## src/rtl/parallel_accum_pkg.sv

```systemverilog
// -----------------------------------------------------------------------------
// parallel_accum_pkg
//   Shared definitions for the parallel accumulator datapath: default lane
//   count and word width, derived index/count widths, and the lane vector
//   type used between the packer and the PAR_FACTOR-lane accumulator.
// -----------------------------------------------------------------------------
package parallel_accum_pkg;

  localparam int DEF_PAR_FACTOR = 4;
  localparam int DEF_DATA_WIDTH = 4;

  // Width of a lane index 0..p-1 (at least one bit).
  function automatic int lane_idx_w(input int p);
    return (p > 1) ? $clog2(p) : 1;
  endfunction

  // Width of a lane count 0..p.
  function automatic int lane_cnt_w(input int p);
    return $clog2(p + 1);
  endfunction

  localparam int LANE_IDX_W = lane_idx_w(DEF_PAR_FACTOR);
  localparam int LANE_CNT_W = lane_cnt_w(DEF_PAR_FACTOR);

  typedef logic [DEF_DATA_WIDTH-1:0] lane_vec_t [DEF_PAR_FACTOR];

endpackage

```

## src/rtl/parallel_lane_packer.sv

```systemverilog
// -----------------------------------------------------------------------------
// parallel_lane_packer
//   Serial-to-parallel front end: accepts one DATA_WIDTH word per cycle on a
//   valid/ready stream and packs PAR_FACTOR consecutive words (lane 0 first)
//   into one lane vector presented on a valid/ready output. Full throughput of
//   one word per cycle when the output is not back-pressured.
//
// Ports
//   clk      rising-edge clock
//   rst      synchronous active-high reset
//   s_data   input word
//   s_valid  input word valid
//   s_ready  packer can accept s_data this cycle
//   m_data   lane vector; m_data[i] is the i-th word of the group
//   m_valid  m_data valid
//   m_ready  consumer accepts m_data
//   m_count  number of real lanes in m_data
//   flush    (only with PARALLEL_LANE_PACKER_FLUSH_EN) emit a partial group
//
// Optional feature macro: PARALLEL_LANE_PACKER_FLUSH_EN
//   When defined, a flush input emits the staged partial group padded with
//   zeros, with m_count giving the number of real lanes. When undefined the
//   packer only ever emits full groups.
// -----------------------------------------------------------------------------
module parallel_lane_packer
  import parallel_accum_pkg::*;
#(
  parameter int PAR_FACTOR = DEF_PAR_FACTOR,
  parameter int DATA_WIDTH = DEF_DATA_WIDTH
) (
  input  logic                          clk,
  input  logic                          rst,
  input  logic [DATA_WIDTH-1:0]         s_data,
  input  logic                          s_valid,
  output logic                          s_ready,
  output logic [DATA_WIDTH-1:0]         m_data [PAR_FACTOR],
  output logic                          m_valid,
  input  logic                          m_ready,
`ifdef PARALLEL_LANE_PACKER_FLUSH_EN
  input  logic                          flush,
`endif
  output logic [$clog2(PAR_FACTOR+1)-1:0] m_count
);

  localparam int IDX_W = lane_idx_w(PAR_FACTOR);
  localparam int CNT_W = $clog2(PAR_FACTOR + 1);
  localparam logic [IDX_W-1:0] LAST_IDX = IDX_W'(PAR_FACTOR - 1);

  // Lanes 0..P-2 are staged; the final lane goes straight from s_data into
  // the output register on completion, so it never needs a staging slot.
  logic [DATA_WIDTH-1:0] stage [PAR_FACTOR-1];
  logic [IDX_W-1:0]      idx;

  logic last;
  logic out_free;
  logic in_acc;
  logic flush_fire;

  assign last     = (idx == LAST_IDX);
  assign out_free = !m_valid || m_ready;

`ifdef PARALLEL_LANE_PACKER_FLUSH_EN
  // Flush takes priority over input: s_ready is dropped while a flush fires,
  // so an input accept and a flush can never coincide and s_ready stays
  // independent of s_valid.
  assign flush_fire = flush && (idx != '0) && out_free;
`else
  assign flush_fire = 1'b0;
`endif

  // Stall only when completing a group while the previous vector is held.
  always_comb begin
    s_ready = (!last || out_free) && !flush_fire;
  end

  assign in_acc = s_valid && s_ready;

  always_ff @(posedge clk) begin
    if (rst) begin
      idx     <= '0;
      m_valid <= 1'b0;
      m_count <= '0;
      for (int i = 0; i < PAR_FACTOR - 1; i++) stage[i] <= '0;
      for (int i = 0; i < PAR_FACTOR; i++) m_data[i] <= '0;
    end else begin
      // ---- staging / fill index ----
      if (in_acc) begin
        idx <= last ? '0 : idx + IDX_W'(1);
        for (int i = 0; i < PAR_FACTOR - 1; i++) begin
          if (!last && idx == IDX_W'(i)) stage[i] <= s_data;
        end
      end else if (flush_fire) begin
        idx <= '0;
      end

      // ---- output register: load full group, load partial, or drain ----
      if (in_acc && last) begin
        for (int i = 0; i < PAR_FACTOR - 1; i++) m_data[i] <= stage[i];
        m_data[PAR_FACTOR-1] <= s_data;
        m_count <= CNT_W'(PAR_FACTOR);
        m_valid <= 1'b1;
      end else if (flush_fire) begin
        // Lane P-1 is always padding: a partial group has at most P-1 words.
        for (int i = 0; i < PAR_FACTOR - 1; i++) begin
          m_data[i] <= (IDX_W'(i) < idx) ? stage[i] : '0;
        end
        m_data[PAR_FACTOR-1] <= '0;
        m_count <= CNT_W'(idx);
        m_valid <= 1'b1;
      end else if (m_valid && m_ready) begin
        m_valid <= 1'b0;
      end
    end
  end

endmodule
```

## config.mk

```make
export PLATFORM = sky130hd
export DESIGN_NAME = parallel_lane_packer
export DESIGN_NICKNAME = d
export VERILOG_FILES = /design/src/rtl/parallel_accum_pkg.sv /design/src/rtl/parallel_lane_packer.sv
export SDC_FILE = /design/constraint.sdc
export NUM_CORES = 1
export LEC_CHECK = 0
export BUFFER_PORTS_ARGS = -buffer_cell sky130_fd_sc_hd__buf_2
export CAP_MARGIN = 20
export CORE_MARGIN = 2
export CORE_UTILIZATION = 35
export DETAILED_ROUTE_END_ITERATION = 8
export PLACE_DENSITY = 0.66
export SYNTH_ARGS = -nofsm -noshare
export SYNTH_HDL_FRONTEND = slang
export SYNTH_SLANG_ARGS = --single-unit
export TNS_END_PERCENT = 1
```

## constraint.sdc

```tcl
create_clock -name clk -period 1.5 [get_ports clk]
set_input_delay 0.3 -clock clk [delete_from_list [all_inputs] [get_ports clk]]
set_output_delay 0.3 -clock clk [all_outputs]
set_load 0.03 [all_outputs]
```

## Word-level counts from Yosys, hierarchy flattened

Memory sizes are Yosys's and may differ from the RTL's. A register that Yosys moved wholly into a read port is not among the register bits.
Index checks and enable logic that the tools add are counted.

- Flip-flop bits (word level): 8
- RAM bits: 12
- Input bits: 8
- Output and inout bits: 21
- Logic and storage cells: 44
- Memories kept: 1

Memory list:

| memory | words | bits a word | rd ports | clocked after Yosys merged registers in | wr ports | line | RTL |
|---|---|---|---|---|---|---|---|
| stage | 3 | 4 | 3 | 3 | 3 | parallel_lane_packer.sv:51 | `logic [DATA_WIDTH-1:0] stage [PAR_FACTOR-1];` |

- Add/subtract/negate cells: 1
- Eq/ne operators: 3
- Muxes and demuxes: 20
- Bitwise logic cells: 3
- Reductions and logical operators: 12

Operator list:

| operator | count |
|---|---|
| $mux W1 | 16 |
| $mux W4 | 3 |
| $logic_and A1 B1 Y1 | 6 |
| $eq A2 B2 Y1 const B | 2 |
| $or A1 B1 Y1 | 3 |
| $add A2 B1 Y2 const B | 1 |
| $eq A2 B1 Y1 const B | 1 |
| $logic_not A1 Y1 | 2 |
| $logic_not A2 Y1 | 1 |
| $logic_or A1 B1 Y1 | 2 |
| $mux W2 | 1 |
| $reduce_bool A2 Y1 | 1 |

## Depth between registers and ports, before layout

- Word-level depth: 8
- Depth in mapped cells: 6
- Mapped depth without buffers: 5

## Worst setup path before layout

No wires, ideal clock.

- Path kind: reg2out
- From: reg m_valid
- To: out s_ready
- Arrival: 1.186 ns
- Data required time: 1.200 ns
- Slack: 0.014 ns
- Stages on the path, launching flop included: 5
- Buffers on the path: 2
- Cell sequence: dfxtp_1 nor2b_4 buf_6 buf_2 nand2_1

- Cells in the longest elaborated chain, start to end: 3

Ends and longest elaborated chain:

| what | line | RTL |
|---|---|---|
| start: declaration | parallel_lane_packer.sv:37 | `output logic m_valid,` |
| start signal: assignment | parallel_lane_packer.sv:81 | `m_valid <= 1'b0;` |
| start signal: assignment | parallel_lane_packer.sv:101 | `m_valid <= 1'b1;` |
| start signal: assignment | parallel_lane_packer.sv:109 | `m_valid <= 1'b1;` |
| $logic_not A1 Y1 | parallel_lane_packer.sv:60 | `assign out_free = !m_valid \|\| m_ready;` |
| $logic_or A1 B1 Y1 | parallel_lane_packer.sv:60 |  |
| $logic_or A1 B1 Y1 | parallel_lane_packer.sv:73 | `s_ready = (!last \|\| out_free) && !flush_fire;` |
| end: declaration | parallel_lane_packer.sv:35 | `output logic s_ready,` |

No other way between the ends.

## Worst setup path after layout

- From: reg idx[1]
- To: out s_ready

- Cells in the longest elaborated chain, start to end: 3

Ends and longest elaborated chain:

| what | line | RTL |
|---|---|---|
| start: declaration | parallel_lane_packer.sv:52 | `logic [IDX_W-1:0] idx;` |
| start signal: assignment | parallel_lane_packer.sv:88 | `idx <= last ? '0 : idx + IDX_W'(1);` |
| $eq A2 B2 Y1 | parallel_lane_packer.sv:59 | `assign last = (idx == LAST_IDX);` |
| $logic_not A1 Y1 | parallel_lane_packer.sv:73 |  |
| $logic_or A1 B1 Y1 | parallel_lane_packer.sv:73 |  |

No other way between the ends.

==> impl_metrics.toml <==
[finish]
nNetsFinal = 163
syn2layout_area_growth_pct = 17.55
seq_area_sq_um = 763.2
layout-drive-gt1-share = 0.3092
final_core_util = 0.4294
multiInputGateArea_sq_um = 484.2
antenna_cells = 0
n_fill_cell = 385
postLayoutCellArea_sq_um = 1584

[cts]
clock_path_buffers = 2
clk_pin_slew_ns = 0.06
cts_root_buf = "clkbuf_8"
clock_latency_ns = 0.28
cts_tree = "done"
clock-sinks = 32
htree_num_levels = 2
cts_buffers = 5
postCtsHoldBufs = 0

[run]
max_cap_viol_count = 0

[route]
wl_um = 2630
drc = 0
num_vias = 993
via_per_inst = 4.965
ant_nets = 0
drt_iter0_markers = 36
route.detailed.wl_per_inst_um = 13.15
first_pass_iters = 4

[setup_path]
crit_type = "flip-flop to output port"
crit_start = "idx[1]"
start_kind = "flip-flop"
critical_path_required_ns = 1.20
cp.arrival_ns = 1.14
crit_path_max_fanout = 6
endpoint_kind = "output port"
worstReg2RegStart = "idx[0]"

[timing]
rsz0062_at_grt = "true"
period_share = 0.9599
fin_setup_tns_ns = 0
fmax_ghz = 0.6945
slew_viol_final = 0
layout_min_cycle_time_ns = 1.440
finalHoldViolations = 0
fin_ws_ns = 0.06020
finalSetupViolCount = 0
fin_skew_ns = 0.005486

[place]
place_congestion = 0.6965
placed_cell_area_sq_um = 1471
post-place-ws_ns = -0.06255
port_buffers = 26
hpwlAfterDp_um = 1896

[synth]
synth_edf_count = 12
yosysSeqAreaShare = 0.5645
yosysTopAreaCellShare = 0.2971
synth_area_leaders = "dfxtp_1 30%, edfxtp_1 27%, a21oi_1 6.7%"
yosysWarningCount = 0
ys.flop_type = "dfxtp_1"
synth_area_sq_um = 1348
syn_inst = 123
ys_types = 29
synth.avg_cell_area_sq_um = 10.96
synthArstFlopShare = 0
synth_top_area_cell = "dfxtp_1"
ys_ff_latch = 32

[pwr]
ir_drop_mv = 0.4711
power_density_nw_per_um2 = 1097
p_leak_uw = 0.0006339

[die]
die_y_um = 66.05
rows = 22
core-area_sq_um = 3689
initial_core_util = 0.3653
pin_count = 29
die-area_sq_um = 4363
die_w_um = 66.05

[global_route]
antenna_found_initial = 0
track_usage = 0.1317
grt_pass1_wl_um = 4326
grt_max_degree = 19
grt_pass1_vias = 964
grt_overflow = 0

[worst_hold_path]
hold_path_class = "primary input to flip-flop"
min_from = "s_data[1]"

[run_status]
status = "finished clean"
-- layer usage --
layer,wire length (um),vias up,global-route usage
met5,0,-,0
met4,28,0,0.05612
met3,189,5,0.04429
met2,1239,32,0.2184
met1,1172,472,0.1549
li1,-,484,-
-- power by group --
| group | switching [uW] | internal [uW] | total [uW] | leakage, uW |
|---|---|---|---|---|
| combinational | 78.7 | 44.2 | 123 | 0.000300 |
| sequential | 14.8 | 942 | 957 | 0.000289 |
| clock | 285 | 373 | 658 | 0.0000455 |
-- area by class of cell --
class	count	share of cell area
sequential	32	0.4818
multi-input combinational	77	0.3057
timing repair buffer	32	0.1106
clock buffer	8	0.05687
tap	48	0.03791
inverter	3	0.007109
-- through the flow --
step | hold WS (ns) | std cells | power [uW]
after floorplan | 0.4477 | 124 | 1059
after global placement | 0.4503 | 191 | 1083
after detailed placement | 0.4599 | 191 | 1090
after CTS | 0.2831 | 199 | 1747
after global routing | 0.3003 | 200 | 1805
final | 0.2930 | 200 | 1738
-- final timing paths --
kind / to / slack [ns] / cells after the start
setup reg to reg: stage[0][7] / 0.06 / 5
hold / removal: m_data[1] / 0.29 / 3
setup / recovery: s_ready / 0.06 / 3
hold reg to reg: m_data[8] / 0.48 / 2
-- synth_stat cells (2+ instances only) --
| library cell | instances |
|---|---|
| a21o_1 | 3 |
| nand2_1 | 2 |
| clkbuf_1 | 2 |
| nand3_1 | 16 |
| ha_1 | 4 |
| and2_1 | 5 |
| inv_1 | 3 |
| buf_6 | 2 |
| edfxtp_1 | 12 |
| nand2b_1 | 3 |
| o21ai_0 | 16 |
| buf_4 | 2 |
| a21oi_1 | 18 |
| dfxtp_1 | 20 |
-- cells by family (layout without fill, tap and decap cells) --
logic type | after synthesis | count (layout) | synth area share
AO/OA/AOI/OAI | 40 | 40 | 0.1755
multiplexers | 1 | 1 | 0.007428
adder cells (fa/ha/maj) | 4 | 4 | 0.03714
AND/OR/NAND/NOR | 30 | 30 | 0.1244
other | 1 | 2 | 0.002783
buffers and inverters | 15 | 43 | 0.08819
flip-flops | 32 | 32 | 0.5645
-- state kept, by name (all words and copies together), names as in the netlist --
| signal | cells |
|---|---|
| idx | 2 |
| m_count | 1 |
| m_data | 16 |
| m_valid | 1 |
| stage | 12 |
-- cell usage in the layout, fill, tap and decap left out --
cell and instances:
clkbuf_1 2, a21oi_1 18, a21o_1 3, a2111oi_4 1, buf_2 26, buf_4 6, nand2_1 2, and2_4 2
o21ai_0 16, o31ai_1 1, nor3_2 1, mux2i_1 1, a21oi_2 1, and2_1 3, ha_1 3, nand3_1 16
nor2b_4 1, nor2_1 1, ha_2 1, nand2b_1 3, dfxtp_1 18, inv_1 3, conb_1 2, clkbuf_8 6
or4_1 1, dfxtp_2 2, edfxtp_1 12
-- critical path, cell delays in order, from the launching register on --
cell and delay (ns):
dfxtp_2 0.36, ha_2 0.27, nand2_1 0.06, buf_2 0.17
-- what timing repair did --
item | in CTS | in global routing
buffers inserted | 0 | 1
gates resized for setup | 2 | 4
pin swaps | 0 | 2
endpoints found under the setup margin | 17 | 19
hold endpoints to repair | 0 | 0
Note: power is estimated with default switching activity, not from simulation.
